===== config.mk =====
export PLATFORM = sky130hd
export DESIGN_NAME = ub_read_arbiter_flat
export DESIGN_NICKNAME = d
export VERILOG_FILES = /design/src/rtl/ub_read_arbiter_if.sv /design/src/rtl/ub_read_arbiter.sv /design/src/flat_wrapper.sv
export SDC_FILE = /design/constraint.sdc
export NUM_CORES = 1
export LEC_CHECK = 0
export CELL_PAD_IN_SITES_DETAIL_PLACEMENT = 1
export CELL_PAD_IN_SITES_GLOBAL_PLACEMENT = 1
export CORE_MARGIN = 4
export CORE_UTILIZATION = 38
export DETAILED_ROUTE_END_ITERATION = 7
export PLACE_DENSITY = 0.82
export SYNTH_ARGS = -nofsm -noshare
export SYNTH_HDL_FRONTEND = slang
export SYNTH_SLANG_ARGS = --single-unit

===== constraint.sdc =====
create_clock -name clk -period 3.1 [get_ports clk]
set_clock_uncertainty 0.05 [all_clocks]
set_input_delay 0.31 -clock clk [delete_from_list [all_inputs] [get_ports clk]]
set_output_delay 0.31 -clock clk [all_outputs]
set_load 0.1 [all_outputs]

===== src/rtl/ub_read_arbiter_if.sv =====
// Bundle between the requesters/unified_buffer side and ub_read_arbiter.
// The arbiter connects through the slave modport; the surrounding logic
// (decode, loaders, buffer) drives the master side.
interface ub_read_arbiter_if #(
    parameter int unsigned NUM_REQ = 2,
    parameter int unsigned ADDR_W  = 6,
    parameter int unsigned LEN_W   = 6
);
    logic [NUM_REQ-1:0]        req_valid_in;
    logic [NUM_REQ-1:0]        req_ready_out;
    logic [NUM_REQ*ADDR_W-1:0] req_addr_in;
    logic [NUM_REQ*LEN_W-1:0]  req_len_in;
    logic [NUM_REQ-1:0]        req_transpose_in;
    logic                      ub_read_start_out;
    logic [ADDR_W-1:0]         ub_read_addr_out;
    logic [LEN_W-1:0]          ub_num_locs_out;
    logic                      ub_transpose_out;
    logic                      ub_valid_1_in;
    logic                      ub_valid_2_in;
    logic [1:0]                grant_id_out;
    logic                      busy_out;
    logic [NUM_REQ-1:0]        done_out;
    logic [NUM_REQ-1:0]        err_out;

    modport slave (
        input  req_valid_in, req_addr_in, req_len_in, req_transpose_in,
        input  ub_valid_1_in, ub_valid_2_in,
        output req_ready_out, ub_read_start_out, ub_read_addr_out,
        output ub_num_locs_out, ub_transpose_out, grant_id_out,
        output busy_out, done_out, err_out
    );

    modport master (
        output req_valid_in, req_addr_in, req_len_in, req_transpose_in,
        output ub_valid_1_in, ub_valid_2_in,
        input  req_ready_out, ub_read_start_out, ub_read_addr_out,
        input  ub_num_locs_out, ub_transpose_out, grant_id_out,
        input  busy_out, done_out, err_out
    );
endinterface


===== src/rtl/ub_read_arbiter.sv =====
// Round-robin arbiter for the single unified_buffer read port. Accepts one
// bounds-checked read command per grant, pulses a read start, holds the
// command fields for the burst and counts returned elements (with timeout).
module ub_read_arbiter #(
    parameter int unsigned NUM_REQ  = 2,
    parameter int unsigned ADDR_W   = 6,
    parameter int unsigned LEN_W    = 6,
    parameter int unsigned UB_DEPTH = 50,
    parameter int unsigned TIMEOUT  = 255
) (
    input  logic              clk,
    input  logic              rst,
    ub_read_arbiter_if.slave  bus
);
    typedef enum logic [2:0] {
        S_IDLE,
        S_ISSUE,
        S_WAIT,
        S_DONE,
        S_ERR
    } state_t;

    state_t              state_q, state_d;
    logic [1:0]          rr_q, rr_d;
    logic [1:0]          grant_q, grant_d;
    logic [ADDR_W-1:0]   addr_q, addr_d;
    logic [LEN_W-1:0]    len_q, len_d;
    logic                tr_q, tr_d;
    logic [LEN_W:0]      rx_q, rx_d;
    logic [7:0]          tmo_q, tmo_d;

    logic                win_found;
    logic [1:0]          win_idx;
    logic [1:0]          cand;
    logic [ADDR_W-1:0]   sel_addr;
    logic [LEN_W-1:0]    sel_len;
    logic                sel_tr;
    logic [ADDR_W:0]     end_sum;
    logic [LEN_W:0]      rx_sum;
    logic [NUM_REQ-1:0]  ready;
    logic [NUM_REQ-1:0]  done;
    logic [NUM_REQ-1:0]  err;
    logic                start;

    // Round-robin winner: first valid requester searching upward from rr_q+1.
    always_comb begin
        win_found = 1'b0;
        win_idx   = '0;
        cand      = '0;
        for (int unsigned k = 1; k <= NUM_REQ; k++) begin
            cand = 2'((32'(rr_q) + k) % NUM_REQ);
            if (!win_found && (|(bus.req_valid_in & (NUM_REQ'(1) << cand)))) begin
                win_found = 1'b1;
                win_idx   = cand;
            end
        end
    end

    assign sel_addr = bus.req_addr_in[32'(win_idx) * ADDR_W +: ADDR_W];
    assign sel_len  = bus.req_len_in[32'(win_idx) * LEN_W +: LEN_W];
    assign sel_tr   = |(bus.req_transpose_in & (NUM_REQ'(1) << win_idx));
    assign end_sum  = {1'b0, sel_addr} + (ADDR_W+1)'(sel_len);
    assign rx_sum   = rx_q + (LEN_W+1)'(bus.ub_valid_1_in) + (LEN_W+1)'(bus.ub_valid_2_in);

    // State and command registers; reset aborts any burst silently.
    always_ff @(posedge clk or posedge rst) begin
        if (rst) begin
            state_q <= S_IDLE;
            rr_q    <= 2'(NUM_REQ - 1);
            grant_q <= '0;
            addr_q  <= '0;
            len_q   <= '0;
            tr_q    <= 1'b0;
            rx_q    <= '0;
            tmo_q   <= '0;
        end else begin
            state_q <= state_d;
            rr_q    <= rr_d;
            grant_q <= grant_d;
            addr_q  <= addr_d;
            len_q   <= len_d;
            tr_q    <= tr_d;
            rx_q    <= rx_d;
            tmo_q   <= tmo_d;
        end
    end

    // Next-state and per-state outputs of the grant/issue/wait sequence.
    always_comb begin
        state_d = state_q;
        rr_d    = rr_q;
        grant_d = grant_q;
        addr_d  = addr_q;
        len_d   = len_q;
        tr_d    = tr_q;
        rx_d    = rx_q;
        tmo_d   = tmo_q;
        ready   = '0;
        done    = '0;
        err     = '0;
        start   = 1'b0;
        case (state_q)
            S_IDLE: begin
                if (win_found) begin
                    ready   = NUM_REQ'(1) << win_idx;
                    addr_d  = sel_addr;
                    len_d   = sel_len;
                    tr_d    = sel_tr;
                    grant_d = win_idx;
                    rr_d    = win_idx;
                    if (sel_len == '0 || end_sum > (ADDR_W+1)'(UB_DEPTH)) begin
                        state_d = S_ERR;
                    end else begin
                        state_d = S_ISSUE;
                    end
                end
            end
            S_ISSUE: begin
                start   = 1'b1;
                rx_d    = '0;
                tmo_d   = '0;
                state_d = S_WAIT;
            end
            S_WAIT: begin
                rx_d = rx_sum;
                // Completion wins over timeout when both occur in the same cycle.
                if (rx_sum >= {1'b0, len_q}) begin
                    state_d = S_DONE;
                end else if (tmo_q == 8'(TIMEOUT - 1)) begin
                    state_d = S_ERR;
                end else begin
                    tmo_d = tmo_q + 8'd1;
                end
            end
            S_DONE: begin
                done    = NUM_REQ'(1) << grant_q;
                state_d = S_IDLE;
            end
            S_ERR: begin
                err     = NUM_REQ'(1) << grant_q;
                state_d = S_IDLE;
            end
            default: state_d = S_IDLE;
        endcase
    end

    assign bus.req_ready_out     = ready;
    assign bus.ub_read_start_out = start;
    assign bus.ub_read_addr_out  = addr_q;
    assign bus.ub_num_locs_out   = len_q;
    assign bus.ub_transpose_out  = tr_q;
    assign bus.grant_id_out      = grant_q;
    assign bus.busy_out          = (state_q != S_IDLE);
    assign bus.done_out          = done;
    assign bus.err_out           = err;
endmodule


===== src/flat_wrapper.sv =====
// flat-port wrapper written by rule: the top's interface ports become plain ports
module ub_read_arbiter_flat 
#(
    parameter int unsigned NUM_REQ  = 2,
    parameter int unsigned ADDR_W   = 6,
    parameter int unsigned LEN_W    = 6,
    parameter int unsigned UB_DEPTH = 50,
    parameter int unsigned TIMEOUT  = 255
)
  (clk, rst, bus_req_valid_in, bus_req_addr_in, bus_req_len_in, bus_req_transpose_in, bus_ub_valid_1_in, bus_ub_valid_2_in, bus_req_ready_out, bus_ub_read_start_out, bus_ub_read_addr_out, bus_ub_num_locs_out, bus_ub_transpose_out, bus_grant_id_out, bus_busy_out, bus_done_out, bus_err_out);
  ub_read_arbiter_if #(.NUM_REQ(NUM_REQ), .ADDR_W(ADDR_W), .LEN_W(LEN_W)) bus_i ();
  input  logic clk;
  input  logic rst;
  input wire logic [$bits(bus_i.req_valid_in)-1:0] bus_req_valid_in;
  input wire logic [$bits(bus_i.req_addr_in)-1:0] bus_req_addr_in;
  input wire logic [$bits(bus_i.req_len_in)-1:0] bus_req_len_in;
  input wire logic [$bits(bus_i.req_transpose_in)-1:0] bus_req_transpose_in;
  input wire logic [$bits(bus_i.ub_valid_1_in)-1:0] bus_ub_valid_1_in;
  input wire logic [$bits(bus_i.ub_valid_2_in)-1:0] bus_ub_valid_2_in;
  output wire logic [$bits(bus_i.req_ready_out)-1:0] bus_req_ready_out;
  output wire logic [$bits(bus_i.ub_read_start_out)-1:0] bus_ub_read_start_out;
  output wire logic [$bits(bus_i.ub_read_addr_out)-1:0] bus_ub_read_addr_out;
  output wire logic [$bits(bus_i.ub_num_locs_out)-1:0] bus_ub_num_locs_out;
  output wire logic [$bits(bus_i.ub_transpose_out)-1:0] bus_ub_transpose_out;
  output wire logic [$bits(bus_i.grant_id_out)-1:0] bus_grant_id_out;
  output wire logic [$bits(bus_i.busy_out)-1:0] bus_busy_out;
  output wire logic [$bits(bus_i.done_out)-1:0] bus_done_out;
  output wire logic [$bits(bus_i.err_out)-1:0] bus_err_out;
  assign bus_i.req_valid_in = bus_req_valid_in;
  assign bus_i.req_addr_in = bus_req_addr_in;
  assign bus_i.req_len_in = bus_req_len_in;
  assign bus_i.req_transpose_in = bus_req_transpose_in;
  assign bus_i.ub_valid_1_in = bus_ub_valid_1_in;
  assign bus_i.ub_valid_2_in = bus_ub_valid_2_in;
  assign bus_req_ready_out = bus_i.req_ready_out;
  assign bus_ub_read_start_out = bus_i.ub_read_start_out;
  assign bus_ub_read_addr_out = bus_i.ub_read_addr_out;
  assign bus_ub_num_locs_out = bus_i.ub_num_locs_out;
  assign bus_ub_transpose_out = bus_i.ub_transpose_out;
  assign bus_grant_id_out = bus_i.grant_id_out;
  assign bus_busy_out = bus_i.busy_out;
  assign bus_done_out = bus_i.done_out;
  assign bus_err_out = bus_i.err_out;
  ub_read_arbiter #(.NUM_REQ(NUM_REQ), .ADDR_W(ADDR_W), .LEN_W(LEN_W), .UB_DEPTH(UB_DEPTH), .TIMEOUT(TIMEOUT)) u_core (.clk(clk), .rst(rst), .bus(bus_i));
endmodule

==> metrics.csv <==
metric;value;unit
clk_latency;280;ps
synthCells;278;
finalMaxSlewViolations;0;
antenna_left;0;
die_w;87.6;um
max_freq;336;MHz
finalHoldViolations;0;
synth_top_area_frac;0.333;
status;completed;
top_usage_layer;met2;
worstPathRequired;3260;ps
wl_per_cell;16.6;um
power_density;1030;nW/um^2
clkSlewWorstSetupHoldPaths;70;ps
tns;0;ps
fin_crit;2980;ps
max-vdd-ir-drop;525;uV
synth.avg_cell_area;8.65;sq um
hold_class;input pin to async pin;
synth_area_leaders;dfrtp_1, nand2_1, ha_1;
route.vias.total;2240;
use_met1;0.250;
antenna_cells;0;
place_hpwl;5.44;mm
track_usage;0.189;
die-height;87.6;um
ios;55;
clock_sinks;33;
ys_ff_latch;33;
finalSetupViolCount;0;
io_buffers;53;
synth_flop_cell;dfrtp_1;
coreArea;6030;sq um
syn_area;2400;sq um
fin_nets;382;
cts_buffers;5;
drc;0;
rsz0062_at_grt;no;
overflow;0;
cts.repair.resized;0;
placed_area;3000;sq um
drive_gt1_frac;0.173;
reg2reg_depth;10;
met2_usage;0.327;
tightest_slew;976;ps
grt_pass1_wl;11.5;mm
rows;28;
first_global_vias;2333;
ys_types;56;
cts_tree;done;
synthArstFlopShare;1.00;
root_buffer;clkbuf_8;
first_iter_violations;83;
crit_type;input pin to register;
layout_common_cells;nand2_1, clkdlybuf4s50_1, dfrtp_1;
htreeDepth;2;
die_area;7670;sq um
worst-path-max-fanout;6;
drv_cap;0;
viasPerCell;5.45;
drt_first_pass_iters;4;
globalplace.congestion;0.817;
post-cts-setup-buffers;0;
yosysSeqAreaShare;0.344;
clockBufferDepth;2;
cts_hold_buf;0;
max_slew_margin;0.347;
synth_top_cell_by_area;dfrtp_1;
grt_antenna_before_repair;0;
final_common_cell;nand2_1;
start_util;0.399;
grt_max_degree;34;
final_cell_area;3110;sq um
synth_nets;325;
p_leak;1.41;nW
end_kind;register;
start_kind;input pin;
ys.warnings.count;0;
wirelength;6.82;mm
grtUsageMet3;0.0216;
crit_arrival;3140;ps
finalCritPeriodShare;0.961;
synth_edf_count;0;
area_growth;29.1;%
==> cells by family after synthesis <==
group / count (synthesis) / synth area share
AO/OA/AOI/OAI: 66 / 0.190
XOR/XNOR: 17 / 0.0650
adder cells (fa/ha/maj): 15 / 0.0812
buffers and inverters: 25 / 0.0525
flip-flops: 33 / 0.344
other: 1 / 0.00156
AND/OR/NAND/NOR: 115 / 0.241
multiplexers: 6 / 0.0250
==> flip-flops by register name (all words and copies together) (netlist names) <==
register and flops:
u_core.bus.ub_read_addr_out 6, u_core.rx_q 7, u_core.bus.ub_transpose_out 1, u_core.rr_q 1, u_core.bus.grant_id_out 1, u_core.bus.ub_num_locs_out 6
u_core.tmo_q 8, u_core.state_q 3
==> worst max-delay path: stages <==
cell and delay (ps):
clkdlybuf4s50_1 430, fa_1 460, ha_1 220, nand3_1 100, xnor2_1 150, ha_1 280
a21o_1 160, a21oi_1 160, o211ai_2 170, or4_1 540, a21oi_1 160
==> cell usage after synthesis, types with 2 or more instances <==
library cell and number:
nand2_1 48, dfrtp_1 32, nor2_1 21, ha_1 14, a21oi_1 13, nand3_1 12, a31oi_1 11, inv_1 11
o21ai_0 10, xnor2_1 9, buf_2 7, xor2_1 7, mux2i_1 6, or4_1 6, o211ai_1 5, o31ai_1 5
a21o_1 4, a22o_1 4, nand2b_1 4, nor3_1 3, a211oi_1 2, a22oi_1 2, and2b_1 2, and3_1 2
buf_4 2, buf_6 2, clkbuf_1 2, nand3_2 2, nor4bb_1 2, or3b_2 2
==> final cells by class <==
| class | count | area, sq um |
|---|---|---|
| Clock buffer | 7 | 96.3 |
| Clock inverter | 1 | 5.00 |
| Inverter | 11 | 41.3 |
| Fill cell | 737 | 2920 |
| Sequential cell | 33 | 827 |
| Timing Repair Buffer | 64 | 566 |
| Tap cell | 75 | 93.8 |
| Multi-Input combinational cell | 220 | 1480 |
==> metal layers <==
metal,up-vias,part of all wire
li1,1108,-
met1,1089,0.46
met2,36,0.50
met3,7,0.027
met4,0,0.011
met5,-,0
==> where the power goes <==
part           switching [mW]  internal, mW
sequential              0.157         0.589
combinational            1.51         0.572
clock                   0.166         0.201
total                    1.83          1.36
==> stage by stage <==
stage | utilization | hold slack (ps) | setup slack, ps | std cells | power (mW)
after global routing | 0.515 | 434 | 2.97 | 411 | 3.41
final | 0.515 | 378 | 121 | 411 | 3.20
after CTS | 0.515 | 413 | 110 | 411 | 3.23
after detailed placement | 0.499 | 443 | -165 | 403 | 2.85
after global placement | 0.499 | 415 | -84.1 | 403 | 2.80
after floorplan | - | 388 | -207 | 278 | 2.34
==> worst paths after layout <==
check	start	endpoint	slack, ps
worst min register to register	u_core.tmo_q[4]$_DFFE_PP0P_	u_core.tmo_q[4]$_DFFE_PP0P_	450
worst min-delay path	rst	u_core.tmo_q[0]$_DFFE_PP0P_	380
max in group asynchronous	rst	u_core.rr_q[0]$_DFFE_PP1P_	2270
min in group clk	u_core.tmo_q[4]$_DFFE_PP0P_	u_core.tmo_q[4]$_DFFE_PP0P_	450
worst max register to register	u_core.rx_q[0]$_DFFE_PP0P_	u_core.tmo_q[7]$_DFFE_PP0P_	240
worst max-delay path	bus_ub_valid_2_in	u_core.tmo_q[7]$_DFFE_PP0P_	120
Note: power is estimated with default switching activity, not from simulation.
